$ cat config.mk
export PLATFORM = sky130hd
export DESIGN_NAME = arty_boot_seq_flat
export DESIGN_NICKNAME = d
export VERILOG_FILES = /design/src/rtl/arty_pkg.sv /design/src/rtl/arty_boot_seq_if.sv /design/src/rtl/arty_debounce.sv /design/src/rtl/arty_boot_seq.sv /design/src/flat_wrapper.sv
export SDC_FILE = /design/constraint.sdc
export NUM_CORES = 1
export LEC_CHECK = 0
export BUFFER_PORTS_ARGS = -buffer_cell sky130_fd_sc_hd__buf_4
export CAP_MARGIN = 10
export CORE_AREA = 5 5 83 85
export CTS_CLUSTER_SIZE = 16
export DETAILED_ROUTE_END_ITERATION = 10
export DIE_AREA = 0 0 88 90
export GPL_ROUTABILITY_DRIVEN = 0
export PLACE_DENSITY_LB_ADDON = 0.15
export RECOVER_POWER = 100
export SLEW_MARGIN = 20
export SYNTH_ARGS = -nofsm -noshare
export SYNTH_HDL_FRONTEND = slang
export SYNTH_SLANG_ARGS = --single-unit
$ cat constraint.sdc
create_clock -name clk -period 2.3 [get_ports clk]
set_clock_uncertainty 0.15 [all_clocks]
set_input_delay 0 -clock clk [delete_from_list [all_inputs] [get_ports clk]]
set_output_delay 0 -clock clk [all_outputs]
set_load 0.005 [all_outputs]
$ cat src/rtl/arty_pkg.sv
// rtl/arty_pkg.sv - boot sequencer state type and default timing constants
package arty_pkg;

    typedef enum logic [1:0] {
        WAIT_LOCK = 2'd0,
        RST_HOLD  = 2'd1,
        RELEASED  = 2'd2,
        RUN       = 2'd3
    } boot_state_e;

    // Defaults sized for a 50 MHz SoC clock: ~20 us reset hold, 1 ms debounce.
    localparam int unsigned DEF_SYNC_STAGES        = 2;
    localparam int unsigned DEF_RST_HOLD_CYCLES    = 1024;
    localparam int unsigned DEF_DEBOUNCE_CYCLES    = 50000;
    localparam int unsigned DEF_FETCH_DELAY_CYCLES = 16;

    function automatic int unsigned max3(input int unsigned a, input int unsigned b,
                                         input int unsigned c);
        int unsigned m;
        m = (a > b) ? a : b;
        return (m > c) ? m : c;
    endfunction

endpackage

$ cat src/rtl/arty_boot_seq_if.sv
// rtl/arty_boot_seq_if.sv - board-side inputs and SoC-side outputs of the boot sequencer
interface arty_boot_seq_if;

    logic                   pll_locked_i;
    logic                   fetch_sw_i;
    logic                   soft_rst_btn_i;
    logic                   soc_rst_n_o;
    logic                   fetch_enable_o;
    arty_pkg::boot_state_e  state_o;
    logic                   lock_lost_o;

    modport master (
        input  pll_locked_i, fetch_sw_i, soft_rst_btn_i,
        output soc_rst_n_o, fetch_enable_o, state_o, lock_lost_o
    );

    modport slave (
        output pll_locked_i, fetch_sw_i, soft_rst_btn_i,
        input  soc_rst_n_o, fetch_enable_o, state_o, lock_lost_o
    );

endinterface

$ cat src/rtl/arty_debounce.sv
// rtl/arty_debounce.sv - synchroniser plus debounce for one asynchronous bouncing input
module arty_debounce #(
    parameter int unsigned SYNC_STAGES     = arty_pkg::DEF_SYNC_STAGES,
    parameter int unsigned DEBOUNCE_CYCLES = arty_pkg::DEF_DEBOUNCE_CYCLES
) (
    input  logic clk,
    input  logic rst,
    input  logic d_i,
    output logic q_o
);

    localparam int unsigned CW = $clog2(DEBOUNCE_CYCLES) + 1;
    localparam logic [CW-1:0] CNT_LAST = CW'(DEBOUNCE_CYCLES - 1);

    logic [SYNC_STAGES-1:0] sync_q;
    logic [CW-1:0]          cnt_q;
    logic                   d_s;

    assign d_s = sync_q[SYNC_STAGES-1];

    // Counter runs only while the synchronised input disagrees with q_o.
    always_ff @(posedge clk) begin
        if (rst) begin
            sync_q <= '0;
            cnt_q  <= '0;
            q_o    <= 1'b0;
        end else begin
            sync_q <= {sync_q[SYNC_STAGES-2:0], d_i};
            if (d_s == q_o) begin
                cnt_q <= '0;
            end else if (cnt_q == CNT_LAST) begin
                q_o   <= d_s;
                cnt_q <= '0;
            end else begin
                cnt_q <= cnt_q + 1'b1;
            end
        end
    end

endmodule

$ cat src/rtl/arty_boot_seq.sv
// rtl/arty_boot_seq.sv - MMCM-lock to PULPino reset / fetch-enable boot sequencer
module arty_boot_seq
    import arty_pkg::*;
#(
    parameter int unsigned SYNC_STAGES        = DEF_SYNC_STAGES,
    parameter int unsigned RST_HOLD_CYCLES    = DEF_RST_HOLD_CYCLES,
    parameter int unsigned DEBOUNCE_CYCLES    = DEF_DEBOUNCE_CYCLES,
    parameter int unsigned FETCH_DELAY_CYCLES = DEF_FETCH_DELAY_CYCLES
) (
    input  logic            clk,
    input  logic            rst,
    arty_boot_seq_if.master bus
);

    localparam int unsigned CW = $clog2(max3(RST_HOLD_CYCLES, FETCH_DELAY_CYCLES,
                                             DEBOUNCE_CYCLES)) + 1;
    localparam logic [CW-1:0] HOLD_LAST  = CW'(RST_HOLD_CYCLES - 1);
    localparam logic [CW-1:0] FETCH_LAST = CW'(FETCH_DELAY_CYCLES - 1);

    logic [SYNC_STAGES-1:0] lock_sync_q;
    logic                   lock_s;
    logic                   sw_db;
    logic                   btn_db;
    logic                   btn_prev_q;
    logic                   btn_rise;

    boot_state_e            state_q;
    logic [CW-1:0]          cnt_q;
    logic                   soc_rst_n_q;
    logic                   fetch_en_q;
    logic                   lock_lost_q;

    arty_debounce #(
        .SYNC_STAGES     (SYNC_STAGES),
        .DEBOUNCE_CYCLES (DEBOUNCE_CYCLES)
    ) u_sw_db (
        .clk (clk),
        .rst (rst),
        .d_i (bus.fetch_sw_i),
        .q_o (sw_db)
    );

    arty_debounce #(
        .SYNC_STAGES     (SYNC_STAGES),
        .DEBOUNCE_CYCLES (DEBOUNCE_CYCLES)
    ) u_btn_db (
        .clk (clk),
        .rst (rst),
        .d_i (bus.soft_rst_btn_i),
        .q_o (btn_db)
    );

    assign lock_s   = lock_sync_q[SYNC_STAGES-1];
    assign btn_rise = btn_db & ~btn_prev_q;

    always_ff @(posedge clk) begin
        if (rst) begin
            lock_sync_q <= '0;
            btn_prev_q  <= 1'b0;
        end else begin
            lock_sync_q <= {lock_sync_q[SYNC_STAGES-2:0], bus.pll_locked_i};
            btn_prev_q  <= btn_db;
        end
    end

    // Outputs are written alongside every state change so they track the next state.
    always_ff @(posedge clk) begin
        if (rst) begin
            state_q     <= WAIT_LOCK;
            cnt_q       <= '0;
            soc_rst_n_q <= 1'b0;
            fetch_en_q  <= 1'b0;
            lock_lost_q <= 1'b0;
        end else if (state_q != WAIT_LOCK && !lock_s) begin
            state_q     <= WAIT_LOCK;
            cnt_q       <= '0;
            soc_rst_n_q <= 1'b0;
            fetch_en_q  <= 1'b0;
            lock_lost_q <= 1'b1;
        end else if (state_q != WAIT_LOCK && btn_rise) begin
            state_q     <= RST_HOLD;
            cnt_q       <= '0;
            soc_rst_n_q <= 1'b0;
            fetch_en_q  <= 1'b0;
        end else begin
            case (state_q)
                WAIT_LOCK: begin
                    if (lock_s) begin
                        state_q <= RST_HOLD;
                        cnt_q   <= '0;
                    end
                end
                RST_HOLD: begin
                    if (cnt_q == HOLD_LAST) begin
                        state_q     <= RELEASED;
                        cnt_q       <= '0;
                        soc_rst_n_q <= 1'b1;
                    end else begin
                        cnt_q <= cnt_q + 1'b1;
                    end
                end
                RELEASED: begin
                    if (!sw_db) begin
                        cnt_q <= '0;
                    end else if (cnt_q == FETCH_LAST) begin
                        state_q    <= RUN;
                        cnt_q      <= '0;
                        fetch_en_q <= 1'b1;
                    end else begin
                        cnt_q <= cnt_q + 1'b1;
                    end
                end
                RUN: begin
                    if (!sw_db) begin
                        state_q    <= RELEASED;
                        cnt_q      <= '0;
                        fetch_en_q <= 1'b0;
                    end
                end
                default: begin
                    state_q <= WAIT_LOCK;
                    cnt_q   <= '0;
                end
            endcase
        end
    end

    assign bus.soc_rst_n_o    = soc_rst_n_q;
    assign bus.fetch_enable_o = fetch_en_q;
    assign bus.state_o        = state_q;
    assign bus.lock_lost_o    = lock_lost_q;

endmodule
$ cat src/flat_wrapper.sv
// flat-port wrapper written by rule: the top's interface ports become plain ports
module arty_boot_seq_flat import arty_pkg::*;
#(
    parameter int unsigned SYNC_STAGES        = DEF_SYNC_STAGES,
    parameter int unsigned RST_HOLD_CYCLES    = DEF_RST_HOLD_CYCLES,
    parameter int unsigned DEBOUNCE_CYCLES    = DEF_DEBOUNCE_CYCLES,
    parameter int unsigned FETCH_DELAY_CYCLES = DEF_FETCH_DELAY_CYCLES
)
  (clk, rst, bus_pll_locked_i, bus_fetch_sw_i, bus_soft_rst_btn_i, bus_soc_rst_n_o, bus_fetch_enable_o, bus_state_o, bus_lock_lost_o);
  arty_boot_seq_if bus_i ();
  input  logic clk;
  input  logic rst;
  input wire logic [$bits(bus_i.pll_locked_i)-1:0] bus_pll_locked_i;
  input wire logic [$bits(bus_i.fetch_sw_i)-1:0] bus_fetch_sw_i;
  input wire logic [$bits(bus_i.soft_rst_btn_i)-1:0] bus_soft_rst_btn_i;
  output wire logic [$bits(bus_i.soc_rst_n_o)-1:0] bus_soc_rst_n_o;
  output wire logic [$bits(bus_i.fetch_enable_o)-1:0] bus_fetch_enable_o;
  output wire logic [$bits(bus_i.state_o)-1:0] bus_state_o;
  output wire logic [$bits(bus_i.lock_lost_o)-1:0] bus_lock_lost_o;
  assign bus_i.pll_locked_i = bus_pll_locked_i;
  assign bus_i.fetch_sw_i = bus_fetch_sw_i;
  assign bus_i.soft_rst_btn_i = bus_soft_rst_btn_i;
  assign bus_soc_rst_n_o = bus_i.soc_rst_n_o;
  assign bus_fetch_enable_o = bus_i.fetch_enable_o;
  assign bus_state_o = bus_i.state_o;
  assign bus_lock_lost_o = bus_i.lock_lost_o;
  arty_boot_seq #(.SYNC_STAGES(SYNC_STAGES), .RST_HOLD_CYCLES(RST_HOLD_CYCLES), .DEBOUNCE_CYCLES(DEBOUNCE_CYCLES), .FETCH_DELAY_CYCLES(FETCH_DELAY_CYCLES)) u_core (.clk(clk), .rst(rst), .bus(bus_i));
endmodule
==> results of run 1 <==
## state kept, by name, indices dropped and copies added (netlist names)
register / flops
u_core.cnt_q: 17
u_core.u_btn_db.cnt_q: 17
u_core.u_sw_db.cnt_q: 17
u_core.bus.state_o: 2
u_core.lock_sync_q: 2
u_core.u_btn_db.sync_q: 2
u_core.u_sw_db.sync_q: 2
u_core.btn_prev_q: 1
u_core.bus.fetch_enable_o: 1
u_core.bus.lock_lost_o: 1
u_core.bus.soc_rst_n_o: 1
u_core.u_btn_db.q_o: 1
u_core.u_sw_db.q_o: 1
## logic make-up (layout without fill, tap and decap cells)
kind of cell / Yosys count / count (layout) / share of synthesized area
xor+xnor: 43 / 43 / 0.129
mux: 2 / 2 / 0.00685
compound gates: 23 / 23 / 0.0578
flops: 65 / 65 / 0.445
buf+inv: 20 / 67 / 0.0282
fa+ha+maj: 8 / 8 / 0.0342
simple gates: 172 / 172 / 0.299
## how the worst max path moves through the flow
stage	cells after the start	endpoint	startpoint	slack (ps)
floorplan	8	u_core.cnt_q[8]	u_core.cnt_q[1]	-10
global placement	7	u_core.cnt_q[16]	u_core.cnt_q[1]	60
detailed placement	6	u_core.cnt_q[16]	u_core.cnt_q[16]	20
CTS	7	u_core.cnt_q[7]	u_core.cnt_q[1]	20
global route	7	u_core.cnt_q[7]	u_core.cnt_q[1]	-40
finish	7	u_core.cnt_q[7]	u_core.cnt_q[1]	30
## Yosys cell counts, drive strengths merged
| master | n |
|---|---|
| nor4b | 4 |
| nand2 | 19 |
| or4 | 4 |
| nor4 | 6 |
| nand3b | 1 |
| nor3 | 2 |
| nand2b | 1 |
| o2bb2ai | 1 |
| o21a | 1 |
| a21oi | 6 |
| nor2 | 67 |
| mux2i | 2 |
| buf | 2 |
| a2111oi | 2 |
| nor2b | 8 |
| and2 | 1 |
| xor2 | 28 |
| a31oi | 1 |
| or4bb | 1 |
| o31ai | 3 |
| nand3 | 26 |
| o21ai | 4 |
| nand4bb | 1 |
| a211oi | 1 |
| nor3b | 1 |
| and3 | 7 |
| and4 | 5 |
| xnor2 | 15 |
| clkbuf | 9 |
| a21o | 1 |
| a41oi | 3 |
| or3 | 3 |
| ha | 8 |
| or4b | 1 |
| or2 | 1 |
| inv | 9 |
| dfxtp | 65 |
| nand4 | 13 |
## cell type report
| class | count | area share |
|---|---|---|
| Clock buffer | 14 | 0.0456 |
| Clock inverter | 2 | 0.0168 |
| Inverter | 9 | 0.00947 |
| Multi-Input combinational cell | 248 | 0.445 |
| Sequential cell | 65 | 0.365 |
| Tap cell | 77 | 0.0270 |
| Timing Repair Buffer | 42 | 0.0908 |
## power groups by stage
stage | Combinational (mW) | Sequential [mW] | Clock, mW
detailed placement | 0.411 | 1.19 | 0
CTS | 0.423 | 1.16 | 1.10
finish | 0.415 | 1.16 | 1.07
floorplan | 0.255 | 1.19 | 0
global route | 0.461 | 1.17 | 1.15
global placement | 0.408 | 1.19 | 0
## per-layer routing
metal	share of wire	wire (microns)	GRT usage	up-vias
met5	0	0	0	-
li1	-	-	-	1231
met4	0.025	146	0.0818	0
met3	0.036	210	0.0384	12
met2	0.44	2550	0.233	40
met1	0.50	2940	0.227	1095
## stage by stage
stage               TNS (ps)  instances  hold WS (ps)
detailed placement         0        434          68.6
finish                     0        457           290
floorplan               -103        333         -21.8
CTS                        0        457           292
global placement           0        434          65.3
global route            -216        457           303
## layout by cell type (no fill, tap or decap), drive strengths merged, types with 5 or more instances in the layout
cell,n
clkbuf,23
dlygate4sd3,7
a21oi,6
inv,9
dfxtp,65
nand4,13
ha,8
xnor2,15
and3,7
buf,26
xor2,28
nor2,67
nand3,26
nand2,19
nor2b,8
and4,5
nor4,6
## worst register-to-register path, stage by stage (launching register included)
cell and delay [ps]:
dfxtp_2 350, ha_4 130, or4b_4 480, or4_4 480, o2bb2ai_4 190, o21ai_2 190, buf_12 150, nor2_1 50
## repair_timing
action / CTS / global route
hold endpoints to repair: 12 / 0
hold buffers: 7 / 0
pin swaps: 1 / 1
endpoints found under the setup margin: 1 / 14
gates resized for setup: 0 / 1
==> results.tsv, run 1 <==
metric	value	unit
outcome	complete, no violations	
Pwr Density	742	mW/mm^2
global-route wire length before repair	10.2	mm
buffers added on ports	9	
initial antenna violation count	0	
required time of the worst setup path	2370	ps
vias in the first global route	2196	
Fin. Hold Viols	0	
Die Span X	88	microns
I/O pin count	10	
DRT Pass-1 Iters	4	
endpoints failing setup	0	
CP Cell Sequence	ha_4, or4b_4, or4_4, o2bb2ai_4, o21ai_2, buf_12, nor2_1	
largest net degree at the start of global routing	19	
Fmax	440	MHz
Max clock buf depth	2	
CP top delay family	simple AND/OR/NAND/NOR gates	
Internal	2.00	mW
Switching Share	0.245	
Layout area overhead	22.0	%
cell area after synthesis	0.00292	sq mm
post-synth cell types	42	
FF-to-FF End	u_core.cnt_q[7]	
CTS tree	yes	
Comb power frac	0.157	
drt drc	0	
WL/cell	12.8	microns
Final WS setup	27.7	ps
Post-Synthesis Cells	333	
Post-DP Area	0.00329	sq mm
Mapped Nets	346	
Setup Fix Bufs, Post-CTS	0	
post-DP HPWL	4.19	mm
Root Driver	clkbuf_8	
syn_area_per_cell	8.78	sq um
grt ovf	0	
post-layout util	0.582	
worst skew pair latency	330	ps
Layout Nets	388	
Tot Pwr	2.65	mW
register area	0.00130	sq mm
HP Start	u_core.u_sw_db.sync_q[0]	
# clock sinks	65	
DR vias	2378	
Synth area leaders	dfxtp_1, nor2_1, xor2_1, xnor2_1, nand3_1	
global-route usage over all layers	0.163	
CP Capture Type	flip-flop	
pre-CTS setup slack	17.3	ps
Inserted Diodes	0	
vias per cell	5.20	
Hold WC Path Type	reg2reg	
core area	0.00613	sq mm
TritonCTS buffer count	9	
worst hold path depth	1	
register area share after synthesis	0.445	
CTS H-Tree Depth	3	
Max-Cap Viols	0	
Final period util	0.988	
Yosys top cell area share	0.445	
CP startpoint kind	flip-flop	
sequential power share	0.440	
yosys warns	0	
RSZ-0062 raised after global routing	true	
Net Switching	649	uW
Max Slew Vio Count	0	
die height	90	microns
Hold Path Sink	u_core.u_sw_db.sync_q[1]	
critical path fanouts, max	11	
clock share of power	0.403	
Reg clk slew, reported paths	70	ps
R2R depth	7	
cell leakage power	1.25	nW
post-route cell area	0.00357	sq mm
die area	0.00792	sq mm
site row count	29	
R2R Setup Slk	30	ps
antenna viol nets, final	0	
count of state elements after synthesis	65	
WP data arrival	2340	ps
CP Class	reg2reg	
CP bufs+invs	1	
Crit path largest cell delay	480	ps
Final min period	2270	ps
Fill cells	549	
Multi-input gate area	0.00159	sq mm
Slew HR	0.473	
Slew @ Worst Pin	790	ps
Peak VDD IR	0.421	mV
Worst R2R Start	u_core.cnt_q[1]	
Initial Utilization	0.477	
cell taking the most area after synthesis	dfxtp_1	
Iter 0 DRT Violations	101	
routed wire length	5.85	mm
layout cell share with drive strength beyond 1	0.145	
highest-delay cell along the critical path	or4b_4	
No activity file was read; power rests on OpenSTA's default activity.
==> run 2: changes to the inputs <==
--- a/config.mk
+++ b/config.mk
@@ -7,14 +7,16 @@
 export LEC_CHECK = 0
 export BUFFER_PORTS_ARGS = -buffer_cell sky130_fd_sc_hd__buf_4
 export CAP_MARGIN = 10
-export CORE_AREA = 5 5 83 85
+export CORE_AREA = 5 5 84 86
 export CTS_CLUSTER_SIZE = 16
 export DETAILED_ROUTE_END_ITERATION = 10
-export DIE_AREA = 0 0 88 90
+export DIE_AREA = 0 0 89 91
 export GPL_ROUTABILITY_DRIVEN = 0
 export PLACE_DENSITY_LB_ADDON = 0.15
 export RECOVER_POWER = 100
+export SKIP_LAST_GASP = 1
 export SLEW_MARGIN = 20
 export SYNTH_ARGS = -nofsm -noshare
 export SYNTH_HDL_FRONTEND = slang
+export SYNTH_HIERARCHICAL = 1
 export SYNTH_SLANG_ARGS = --single-unit
==> run 2 against run 1 <==
Compared with the run above:
- the flow now finishes with violations (setup timing)
- cell count rose by 3.7%
- first-iteration DRC count fell by 35%
- setup slack got worse by 400 ps
==> results.tsv, run 2 <==
metric	value	unit
outcome	finished, violations left	
failing checks	setup timing	
global-route usage over all layers	0.169	
Yosys top cell area share	0.435	
CP most frequent cell	or4_4	
endpoints failing setup	19	
count of state elements after synthesis	65	
vias in the first global route	2432	
Final min period	2670	ps
Largest regs	u_core/cnt_q (17), u_core/u_btn_db/cnt_q (17), u_core/u_sw_db/cnt_q (17)	
worst skew pair latency	330	ps
Layout Nets	408	
Hold WC Path Type	reg2reg	
list of most frequent post-synthesis cells	dfxtp_1, nor2_1, nand3_1, xnor2_1, nand2_1	
die height	91	microns
Net Switching	674	uW
critical path fanouts, max	4	
Iter 0 DRT Violations	66	
cell leakage power	1.24	nW
FF-to-FF End	u_core/bus.state_o[0]	
required time of the worst setup path	2330	ps
Pwr Density	662	mW/mm^2
Max clock buf depth	2	
worst hold path depth	1	
most frequent cells in the layout	dfxtp_1, nor2_1, buf_4, nand3_1, xnor2_1	
Layout area overhead	22.2	%
Final WS setup	-374	ps
top-count cell post-synth	dfxtp_1	
syn_area_per_cell	8.70	sq um
Max Slew Vio Count	0	
Peak VDD IR	0.454	mV
Post-DP Area	0.00331	sq mm
CP Capture Type	flip-flop	
highest-delay cell along the critical path	or4_4	
antenna viol nets, final	0	
buffers added on ports	9	
Fmax	374	MHz
Comb power frac	0.190	
DR vias	2530	
CTS H-Tree Depth	3	
Tot Pwr	2.42	mW
post-route cell area	0.00365	sq mm
# clock sinks	65	
HP Start	u_core/u_sw_db/cnt_q[0]	
register area share after synthesis	0.435	
vias per cell	5.34	
Worst R2R Start	u_core/cnt_q[10]	
pre-CTS setup slack	-282	ps
CTS tree	yes	
cell area after synthesis	0.00299	sq mm
grt ovf	0	
WP data arrival	2710	ps
post-synth cell types	46	
Internal	1.74	mW
Fin. Hold Viols	0	
Inserted Diodes	0	
CP startpoint kind	flip-flop	
site row count	29	
initial antenna violation count	0	
Async S/R FF share, synth	0	
CP Class	reg2reg	
drt drc	0	
Synth area leaders	dfxtp_1, nor2_1, xnor2_1, xor2_1, nand3_1	
yosys warns	6	
largest net degree at the start of global routing	18	
non-filler cells, final	474	
Post-synth EDFFs	0	
Hold Path Sink	u_core/u_sw_db/cnt_q[0]	
most used flip-flop cell after synthesis	dfxtp_1	
routed wire length	6.38	mm
DRT Pass-1 Iters	4	
core area	0.00620	sq mm
Post-Synthesis Cells	344	
RSZ-0062 raised after global routing	true	
WL/cell	13.4	microns
Slew HR	0.525	
clock share of power	0.327	
layout cell share with drive strength beyond 1	0.179	
Mapped Nets	357	
R2R depth	5	
cell taking the most area after synthesis	dfxtp_1	
Slew @ Worst Pin	713	ps
post-DP HPWL	4.21	mm
Reg clk slew, reported paths	60	ps
global-route wire length before repair	10.9	mm
Final period util	1.16	
CP Cell Sequence	or4_4, or4_4, or3_1, a211o_1, a2111oi_1	
Crit path largest cell delay	520	ps
Initial Utilization	0.482	
TritonCTS buffer count	9	
CP top delay family	simple AND/OR/NAND/NOR gates	
Root Driver	clkbuf_8	
commonest non-fill, non-tap cell in the layout	dfxtp_1	
dpl cells	449	
I/O pin count	10	
sequential power share	0.484	
die area	0.00810	sq mm
Die Span X	89	microns
Switching Share	0.279	
Max-Cap Viols	0	
CP bufs+invs	0	
R2R Setup Slk	-370	ps
Fill cells	570	
run 2: cell types whose count changed after synthesis, moves of 4 or more:
| cell | previous run | this run |
|---|---|---|
| xor2_1 | 28 | 16 |
| nor2_1 | 67 | 57 |
| clkbuf_1 | 9 | 2 |
| xnor2_1 | 15 | 22 |
| a21oi_1 | 6 | 12 |
| nor3_1 | 2 | 8 |
| nor4_1 | 6 | 12 |
| and3_1 | 6 | 2 |
| nand4_1 | 13 | 17 |
| nor4b_1 | 4 | 0 |
| o21ai_0 | 2 | 6 |
run 2: through the flow:
step	hold slack (ps)	setup TNS, ps	utilization
after CTS	295	-2080	0.588
after detailed placement	77.9	-4320	0.533
final	289	-2710	0.589
after global routing	320	-4950	0.589
after floorplan	-78.4	-491	-
after global placement	70.6	-3400	0.533
run 2: worst max-delay path by stage:
stage                                 from                    end  slack [ps]  cells after the start
after floorplan           u_core/cnt_q[10]  u_core/bus.state_o[0]        -200                      6
final                     u_core/cnt_q[10]  u_core/bus.state_o[0]        -370                      5
after detailed placement  u_core/cnt_q[10]  u_core/bus.state_o[0]        -280                      6
after global placement    u_core/cnt_q[10]  u_core/bus.state_o[0]        -210                      6
after global routing      u_core/cnt_q[10]  u_core/bus.state_o[0]        -490                      5
after CTS                 u_core/cnt_q[10]  u_core/bus.state_o[0]        -260                      6
run 2: what timing repair did:
item,4_1_cts,5_1_grt
endpoints found under the setup margin,19,20
setup buffers,3,1
gates resized for setup,17,5
endpoints found under the hold margin,11,0
cloned,1,0
pin swaps,10,4
hold buffers,7,0
run 2: area by class of cell:
type / instances / area [sq um] / share of cell area
Inverter: 12 / 45.0 / 0.0123
Clock buffer: 12 / 145 / 0.0397
Clock inverter: 1 / 5.00 / 0.00137
Multi-Input combinational cell: 262 / 1680 / 0.460
Sequential cell: 65 / 1300 / 0.357
Tap cell: 77 / 96.3 / 0.0264
Timing Repair Buffer: 45 / 377 / 0.103
run 2: logic make-up after synthesis:
logic type,synth area share
AOI/OAI and AO/OA,0.0782
xor gates and xnor gates,0.111
adders and majority gates,0.0335
buffers and inverters,0.0301
DFF,0.435
muxes,0.00335
and+or+nand+nor,0.309
run 2: metal layers:
metal / GRT usage / vias to the layer above / share of wire
li1: - / 1309 / -
met1: 0.229 / 1187 / 0.50
met2: 0.249 / 27 / 0.46
met3: 0.0389 / 7 / 0.024
met4: 0.0831 / 0 / 0.017
met5: 0 / - / 0
run 2: power groups by stage:
stage	logic [mW]	clock network [mW]	registers (mW)
global placement	0.346	0	1.19
finish	0.459	0.790	1.17
global route	0.500	0.887	1.17
CTS	0.429	0.825	1.17
detailed placement	0.347	0	1.19
floorplan	0.217	0	1.19
